File: config.mk
export PLATFORM = sky130hd
export DESIGN_NAME = mem_access_ctrl
export DESIGN_NICKNAME = d
export VERILOG_FILES = /design/src/rtl/mem_ctrl_pkg.sv /design/src/rtl/mem_timeout_ctr.sv /design/src/rtl/mem_access_ctrl.sv
export SDC_FILE = /design/constraint.sdc
export NUM_CORES = 1
export LEC_CHECK = 0
export BUFFER_PORTS_ARGS = -buffer_cell sky130_fd_sc_hd__clkbuf_2
export CORE_MARGIN = 1
export CORE_UTILIZATION = 47
export CTS_CLUSTER_DIAMETER = 100
export CTS_CLUSTER_SIZE = 40
export DETAILED_ROUTE_END_ITERATION = 6
export GPL_TIMING_DRIVEN = 0
export PLACE_DENSITY_LB_ADDON = 0.2
export SYNTH_ARGS = -nofsm -noshare
export SYNTH_HDL_FRONTEND = slang
export SYNTH_SLANG_ARGS = --single-unit
File: constraint.sdc
create_clock -name clk -period 3.7 [get_ports clk]
set_input_delay 0.37 -clock clk [delete_from_list [all_inputs] [get_ports clk]]
set_output_delay 0.37 -clock clk [all_outputs]
set_load 0.1 [all_outputs]
File: src/rtl/mem_ctrl_pkg.sv
// Shared types and constants for the MEM-stage data-memory access sequencer.
package mem_ctrl_pkg;

  // Sequencer states: wait for an op, run the bus cycle, release, or abort.
  typedef enum logic [1:0] {
    IDLE = 2'd0,
    REQ  = 2'd1,
    DONE = 2'd2,
    ERR  = 2'd3
  } mem_state_t;

  // Width of the saturating aborted-access counter.
  localparam int unsigned ERR_CNT_W = 8;

  // Load data returned to the pipeline when an access is aborted.
  localparam int unsigned READ_ERR_DATA = 0;

  // Width of the REQ-phase timeout counter (covers TIMEOUT up to 255).
  localparam int unsigned TMO_CNT_W = 8;

  // Increment that sticks at all-ones instead of wrapping.
  function automatic logic [ERR_CNT_W-1:0] err_cnt_sat_inc(input logic [ERR_CNT_W-1:0] v);
    logic [ERR_CNT_W-1:0] r;
    if (v == {ERR_CNT_W{1'b1}}) begin
      r = v;
    end else begin
      r = v + {{(ERR_CNT_W-1){1'b0}}, 1'b1};
    end
    return r;
  endfunction

  // True when a byte address falls on a 32-bit word boundary.
  function automatic logic is_word_aligned(input logic [1:0] addr_lsb);
    return (addr_lsb == 2'b00);
  endfunction

endpackage

File: src/rtl/mem_timeout_ctr.sv
// Cycle counter for the REQ phase. Cleared outside REQ, counts while enabled,
// and flags the last permitted REQ cycle (count == TIMEOUT-1).
module mem_timeout_ctr
  import mem_ctrl_pkg::*;
#(
  parameter int unsigned TIMEOUT = 255  // legal range 1..255
) (
  input  logic clk,
  input  logic clr,
  input  logic clear_i,
  input  logic en_i,
  output logic expired_o
);

  localparam logic [TMO_CNT_W-1:0] LAST_CNT = TMO_CNT_W'(TIMEOUT - 1);
  localparam logic [TMO_CNT_W-1:0] CNT_ONE  = {{(TMO_CNT_W-1){1'b0}}, 1'b1};
  localparam logic [TMO_CNT_W-1:0] CNT_ZERO = {TMO_CNT_W{1'b0}};

  logic [TMO_CNT_W-1:0] cnt_q;
  logic [TMO_CNT_W-1:0] cnt_d;

  // Next count: clear has priority; hold at the last value so it never wraps.
  always_comb begin
    cnt_d = cnt_q;
    if (clear_i) begin
      cnt_d = CNT_ZERO;
    end else if (en_i && (cnt_q != LAST_CNT)) begin
      cnt_d = cnt_q + CNT_ONE;
    end else begin
      cnt_d = cnt_q;
    end
  end

  // Count register with asynchronous pipeline reset.
  always_ff @(posedge clk or posedge clr) begin
    if (clr) begin
      cnt_q <= CNT_ZERO;
    end else begin
      cnt_q <= cnt_d;
    end
  end

  assign expired_o = (cnt_q == LAST_CNT);

endmodule

File: src/rtl/mem_access_ctrl.sv
// MEM-stage data-memory access sequencer. Stalls EX/MEM while a load/store
// runs one req/ack bus transaction, then releases the stall for one cycle.
// Misaligned addresses and bus timeouts turn into a sticky error and a
// zeroed load result instead of hanging the pipeline.
module mem_access_ctrl
  import mem_ctrl_pkg::*;
#(
  parameter int unsigned ADDR_W  = 32,
  parameter int unsigned DATA_W  = 32,
  parameter int unsigned TIMEOUT = 255
) (
  input  logic                 clk,
  input  logic                 clr,
  input  logic                 mem_to_reg_m,
  input  logic                 mem_write_m,
  input  logic [ADDR_W-1:0]    alu_out_m,
  input  logic [DATA_W-1:0]    write_data_m,
  output logic                 stall_m,
  output logic [DATA_W-1:0]    read_data_m,
  output logic                 data_valid,
  output logic                 bus_req,
  output logic                 bus_we,
  output logic [ADDR_W-1:0]    bus_addr,
  output logic [DATA_W-1:0]    bus_wdata,
  input  logic                 bus_ack,
  input  logic [DATA_W-1:0]    bus_rdata,
  output logic                 bus_err,
  output logic [ERR_CNT_W-1:0] err_cnt
);

  localparam logic [DATA_W-1:0] ERR_DATA = DATA_W'(READ_ERR_DATA);

  mem_state_t state_q;
  mem_state_t state_d;

  logic [ADDR_W-1:0]    addr_q;
  logic [ADDR_W-1:0]    addr_d;
  logic [DATA_W-1:0]    wdata_q;
  logic [DATA_W-1:0]    wdata_d;
  logic                 we_q;
  logic                 we_d;
  logic [DATA_W-1:0]    rdata_q;
  logic [DATA_W-1:0]    rdata_d;
  logic                 dv_q;
  logic                 dv_d;
  logic                 err_q;
  logic                 err_d;
  logic [ERR_CNT_W-1:0] err_cnt_q;
  logic [ERR_CNT_W-1:0] err_cnt_d;

  logic access_s;
  logic aligned_s;
  logic tmo_clear_s;
  logic tmo_en_s;
  logic tmo_expired_s;

  assign access_s  = mem_to_reg_m | mem_write_m;
  assign aligned_s = is_word_aligned(alu_out_m[1:0]);

  mem_timeout_ctr #(
    .TIMEOUT (TIMEOUT)
  ) u_timeout (
    .clk       (clk),
    .clr       (clr),
    .clear_i   (tmo_clear_s),
    .en_i      (tmo_en_s),
    .expired_o (tmo_expired_s)
  );

  // Next-state, bus register loads, error bookkeeping and the stall request.
  always_comb begin
    state_d     = state_q;
    addr_d      = addr_q;
    wdata_d     = wdata_q;
    we_d        = we_q;
    rdata_d     = rdata_q;
    dv_d        = 1'b0;
    err_d       = err_q;
    err_cnt_d   = err_cnt_q;
    stall_m     = 1'b0;
    tmo_clear_s = 1'b1;
    tmo_en_s    = 1'b0;

    case (state_q)
      IDLE: begin
        if (access_s) begin
          // Stall is combinational so the op is frozen in its first cycle.
          stall_m = 1'b1;
          if (aligned_s) begin
            addr_d  = {alu_out_m[ADDR_W-1:2], 2'b00};
            wdata_d = write_data_m;
            we_d    = mem_write_m;  // a load+store combination is a write
            state_d = REQ;
          end else begin
            // Misaligned: abort without touching the bus.
            rdata_d   = ERR_DATA;
            dv_d      = ~mem_write_m;
            err_d     = 1'b1;
            err_cnt_d = err_cnt_sat_inc(err_cnt_q);
            state_d   = ERR;
          end
        end else begin
          state_d = IDLE;
        end
      end

      REQ: begin
        stall_m     = 1'b1;
        tmo_clear_s = 1'b0;
        tmo_en_s    = 1'b1;
        if (bus_ack) begin
          // Ack beats a timeout landing in the same cycle.
          rdata_d = bus_rdata;
          dv_d    = ~we_q;
          state_d = DONE;
        end else if (tmo_expired_s) begin
          rdata_d   = ERR_DATA;
          dv_d      = ~we_q;
          err_d     = 1'b1;
          err_cnt_d = err_cnt_sat_inc(err_cnt_q);
          state_d   = ERR;
        end else begin
          state_d = REQ;
        end
      end

      DONE: begin
        state_d = IDLE;
      end

      ERR: begin
        state_d = IDLE;
      end

      default: begin
        state_d = IDLE;
      end
    endcase
  end

  // State and output registers; clr aborts any transaction immediately.
  always_ff @(posedge clk or posedge clr) begin
    if (clr) begin
      state_q   <= IDLE;
      addr_q    <= {ADDR_W{1'b0}};
      wdata_q   <= {DATA_W{1'b0}};
      we_q      <= 1'b0;
      rdata_q   <= {DATA_W{1'b0}};
      dv_q      <= 1'b0;
      err_q     <= 1'b0;
      err_cnt_q <= {ERR_CNT_W{1'b0}};
    end else begin
      state_q   <= state_d;
      addr_q    <= addr_d;
      wdata_q   <= wdata_d;
      we_q      <= we_d;
      rdata_q   <= rdata_d;
      dv_q      <= dv_d;
      err_q     <= err_d;
      err_cnt_q <= err_cnt_d;
    end
  end

  // Bus request is decoded from the state register only, so it follows clr
  // asynchronously and has no path from the pipeline inputs.
  assign bus_req     = (state_q == REQ);
  assign bus_we      = we_q;
  assign bus_addr    = addr_q;
  assign bus_wdata   = wdata_q;
  assign read_data_m = rdata_q;
  assign data_valid  = dv_q;
  assign bus_err     = err_q;
  assign err_cnt     = err_cnt_q;

endmodule

### Word-level counts from Yosys, hierarchy flattened

Cells that the tools add are included.

* register bits after elaboration: 115
* bits of input ports: 101
* output and inout port bits: 109
* logic and storage cells: 65

* $add $sub $neg: 2
* equal/unequal tests: 12
* muxes and demuxes: 31
* bitwise operators: 3
* reductions and logical operators: 8

Operator list (count)
* $mux 32: 4
* $pmux 32 s2: 1
* $mux 8: 7
* $add 8x1->8 const B: 2
* $eq 8x8->1 const B: 2
* $pmux 8 s2: 1
* $mux 1: 10
* $mux 2: 4
* $ne 8x8->1 const B: 1
* $ne 2x2->1 const B: 3
* $pmux 1 s2: 3
* $pmux 2 s3: 1
* $reduce_and 5->1: 1
* $eq 2x2->1 const B: 2
* $logic_not 2->1: 2
* $ne 2x1->1 const B: 2
* $reduce_and 4->1: 1
* $ne 3x1->1 const B: 1
* $reduce_and 3->1: 1
* $eq 2x1->1 const B: 1
* $not 1->1: 2
* $reduce_bool 2->1: 1
* $reduce_or 2->1: 1
* $logic_and 1x1->1: 1
* $or 1x1->1: 1

### Longest topological paths before layout

* depth in word-level cells: 5
* mapped depth: 7
* mapped depth without buffers: 6

### By module

From an unflattened synthesis, not the netlist that was laid out.

* cells, all modules: 314
* area total of the unflattened synthesis: 4569.4 um^2

By module, submodules not included
* mem_access_ctrl: times used 1, cells an instance 262, area each 4068.9 um^2, sequential area each 2677.6 um^2
* mem_timeout_ctr: times used 1, cells an instance 52, area each 500.5 um^2, sequential area each 200.2 um^2

### Worst setup path before layout

Ideal clock, no wire load.

* path type: register to register
* start: register state_q[1]
* end: register rdata_q[0] (netlist: read_data_m[0])
* setup time: 69 ps
* arrival: 2207 ps
* data required time: 3631 ps
* setup slack: 1424 ps
* stages on the path, launching flop included: 8
* buffers on the path: 3
* clock period less this slack: 2276 ps
* path through: dfrtp_1 nand2b_1 clkbuf_1 inv_1 and2_1 clkbuf_1 clkbuf_1 a22o_1

* longest elaborated chain between the ends: 3
* elaborated cells on any way between the ends: 8
* those cells by class: eq/ne: 4; mux: 1; reduce/logical: 3

RTL lines
* from (decl): RTL line mem_access_ctrl.sv:33 `mem_state_t state_q;`
* from (signal assigned): RTL line mem_access_ctrl.sv:153 `state_q <= state_d;`
* $eq 2x1->1 (*)
* via bus_req: RTL line mem_access_ctrl.sv:21 `output logic bus_req,`
* $ne 3x1->1 (no line) or $reduce_bool 2->1 (tied branches)
* $reduce_and 4->1 (no line)
* to (signal assigned): RTL line mem_access_ctrl.sv:148 `rdata_q <= {DATA_W{1'b0}};`
* to (signal assigned): RTL line mem_access_ctrl.sv:157 `rdata_q <= rdata_d;`
* to (decl): RTL line mem_access_ctrl.sv:42 `logic [DATA_W-1:0] rdata_q;`

The timed path passes the listed nets; every way through them passes the cells marked *.
A chain may end at the register's enable or synchronous reset.

### Worst setup path after layout

* start: register state_q[1]
* end: output bus_req

* longest elaborated chain between the ends: 1

RTL lines
* $eq 2x1->1: RTL line mem_access_ctrl.sv:166 `assign bus_req = (state_q == REQ);`
* to (decl): RTL line mem_access_ctrl.sv:21

Every way passes these cells.

==> results by group <==
Run status
  – Run status: completed

Clock network
  – Clk_lat worst skew: roughly 0.50 ns
  – H-tree depth: 4
  – TritonCTS clock tree: yes
  – Clock transition at path regs: ~0.050 ns
  – Post-CTS setup buffer count: 0
  – Clk sinks: between 100 and 150
  – Post-CTS sizing: 0
  – Clock Tree Root: clkbuf_8
  – Max Root-Sink Buffers: 2
  – CTS Buf Count: 17

Timing
  – Endpoints failing hold: 0
  – Post-route minimum period: approximately 2.3 ns
  – Max-slew violation count: 0
  – WHS: 0.08679 ns
  – Fmax achieved: about 430 MHz
  – RSZ-0062 raised after global routing: no
  – Max-Slew Margin vs Limit: 61.84%
  – Clk_skew: about 0.010 ns
  – Final setup viols: 0
  – Actual slew at the worst max-slew pin: between 0.5 and 0.6 ns
  – Crit share post-route: about 63%
  – Final WS setup: 1.356 ns

Layout
  – Final non-filler cell total: about 700
  – Fillers: ~730
  – Final #Nets: 647
  – Ant diodes: 0
  – Layout area overhead: 40.02%
  – Share of layout cells above drive strength 1: a little under three fifths
  – Final Core Density: about two thirds

Placed design
  – Port Buffers: slightly above 200
  – Cells after DPL: 652
  – Dpl hpwl: around 7700 um
  – Post-Place Worst Slack: about 1.5 ns
  – Final GP Congestion: about 0.8

Synthesis
  – Top-area cell type share of the netlist area: a little over three fifths
  – Synthesized flop and latch total: roughly 120
  – Library cells used by synthesis: 37
  – Synth top cells by count: dfrtp_1, mux2_2, a22o_1
  – Yosys warns: 0
  – Avg Inst Size Synth: 14.48 sq um
  – Cell with the most instances after synthesis: dfrtp_1
  – Ys async rst share: between 90% and 100%
  – EDFF count, synth: 0
  – Post-Syn Instances: 314
  – Cell taking the most area after synthesis: dfrtp_1
  – Post-synth top flop: dfrtp_1
  – Synth top area cells: dfrtp_1, mux2_2, a22o_1, xor2_1, buf_2
  – Seq/Total Area, Yosys: a little over three fifths
  – Synth Cell Area: approximately 4500 sq um

Global routing
  – Pin count of the biggest net entering global routing: between 70 and 80
  – Initial antenna violation count: 0
  – Total GRT Usage: between 20% and 30%
  – Grt ovf: 0
  – Number of global-route vias before repair: 3491
  – Global-route wire length before repair: between 15000 and 20000 um

Critical path
  – CP Max Fanout: 10
  – Worst EP arrival: about 2 ns
  – Instance count on the critical path: 4
  – Worst endpoint required time: ~3.3 ns
  – CP Capture Type: output pin
  – CP startpoint kind: register
  – Setup Crit Path Kind: reg -> out
  – Cell Chain, Critical Path: nand2b_1 > clkbuf_1 > inv_1 > clkbuf_2
  – Largest stage delay, worst path: about 0.48 ns
  – Crit path max-delay cell type: clkbuf_2
  – Worst path buffer plus inverter count: 3
  – Reg2Reg Depth: 5
  – Cell family with most CP delay: buffers and inverters

Min path
  – Hold depth: 2
  – HP Class: in -> reg

Drt
  – Detailed-route DRC error count: 0
  – Drt wl/cell: 15.16 um
  – Via count: around 3400
  – DRT iter0 DRCs: 60
  – Via density per instance: 4.985
  – Post-Route WL: ~10000 um
  – Antenna viol nets, final: 0
  – 1st-pass router iterations: 4

Floorplan
  – Die Area: about 10000 sq um
  – Die span in x: between 100 and 150 um
  – CORE AREA: 9284 sq um
  – # IOs: 210
  – Number of core rows: 35
  – Die height: about 100 um
  – Initial core utilization: between 40% and 50%

Run
  – Max-Cap Viols: 0
==> kinds of logic (layout without fill, tap and decap cells) <==
logic type / after synthesis / count (layout) / share of synthesized area (%)
other: 1 / 2 / 0.08250
AOI/OAI and AO/OA: 50 / 50 / 9.359
muxes: 67 / 67 / 16.57
xor gates and xnor gates: 10 / 10 / 1.927
adders and majority gates: 3 / 3 / 0.8259
and+or+nand+nor: 42 / 42 / 5.203
buffers and inverters: 26 / 266 / 2.725
DFF: 115 / 115 / 63.31
==> layout by cell type, fill, tap and decap left out, types with 4 or more instances in the layout <==
master,n
clkbuf_2,207
dfrtp_1,115
mux2_2,65
a22o_1,33
clkbuf_16,16
nor2_1,12
clkbuf_1,10
buf_2,9
nand2_1,7
xor2_1,7
nand3_1,5
a211oi_1,5
inv_1,5
clkbuf_8,5
o21ai_0,4
==> repair_timing <==
| action | in CTS | in global routing |
|---|---|---|
| hold buffers | 1 | 0 |
| hold endpoints to repair | 42 | 0 |
| endpoints found under the setup margin | 0 | 0 |
==> stage by stage <==
stage	setup TNS [ns]	instance area [sq um]
after floorplan	0	4549
after global placement	-105.04	5747
after detailed placement	0	5777
after CTS	0	6365
after global routing	0	6365
final	0	6365
==> cell type report <==
| class | instances | area [sq um] | share of cell area [%] |
|---|---|---|---|
| Buffer | 20 | 101.3 | 1.592 |
| Clock buffer | 23 | 476.7 | 7.490 |
| Clock inverter | 8 | 101.3 | 1.592 |
| Inverter | 6 | 25.02 | 0.3932 |
| Multi-Input combinational cell | 174 | 1548 | 24.32 |
| Sequential cell | 115 | 2878 | 45.21 |
| Tap cell | 129 | 161.4 | 2.536 |
| Timing Repair Buffer | 209 | 1074 | 16.87 |
==> registers in the layout, indices dropped and copies added (netlist names), 2 cells and up <==
register,cells
bus_wdata,32
read_data_m,32
bus_addr,30
err_cnt,8
u_timeout.cnt_q,8
state_q,2
==> layer usage <==
metal	up-vias	routed length (um)	track usage [%]	share of wire, %
met5	-	0	0	0
met4	0	198	8.696	1.9
met3	15	793	8.357	7.6
met2	133	5175	35.04	50
met1	1663	4203	25.70	41
li1	1599	-	-	-
==> worst paths after layout <==
| check | from | to | slack (ns) |
|---|---|---|---|
| max in group asynchronous | clr | bus_err$_DFFE_PP0P_ | 2.51 |
| min | bus_rdata[18] | read_data_m[18]$_DFFE_PP0P_ | 0.09 |
| min reg2reg | bus_err$_DFFE_PP0P_ | bus_err$_DFFE_PP0P_ | 0.49 |
| max | state_q[1]$_DFF_PP0_ | bus_req | 1.36 |
| min in group asynchronous | clr | bus_wdata[22]$_DFFE_PP0P_ | 0.48 |
| max reg2reg | state_q[0]$_DFF_PP0_ | bus_wdata[24]$_DFFE_PP0P_ | 1.47 |
Power is not shown: default switching activity piles up to over one toggle a cycle in this logic, so the estimate is an artifact.
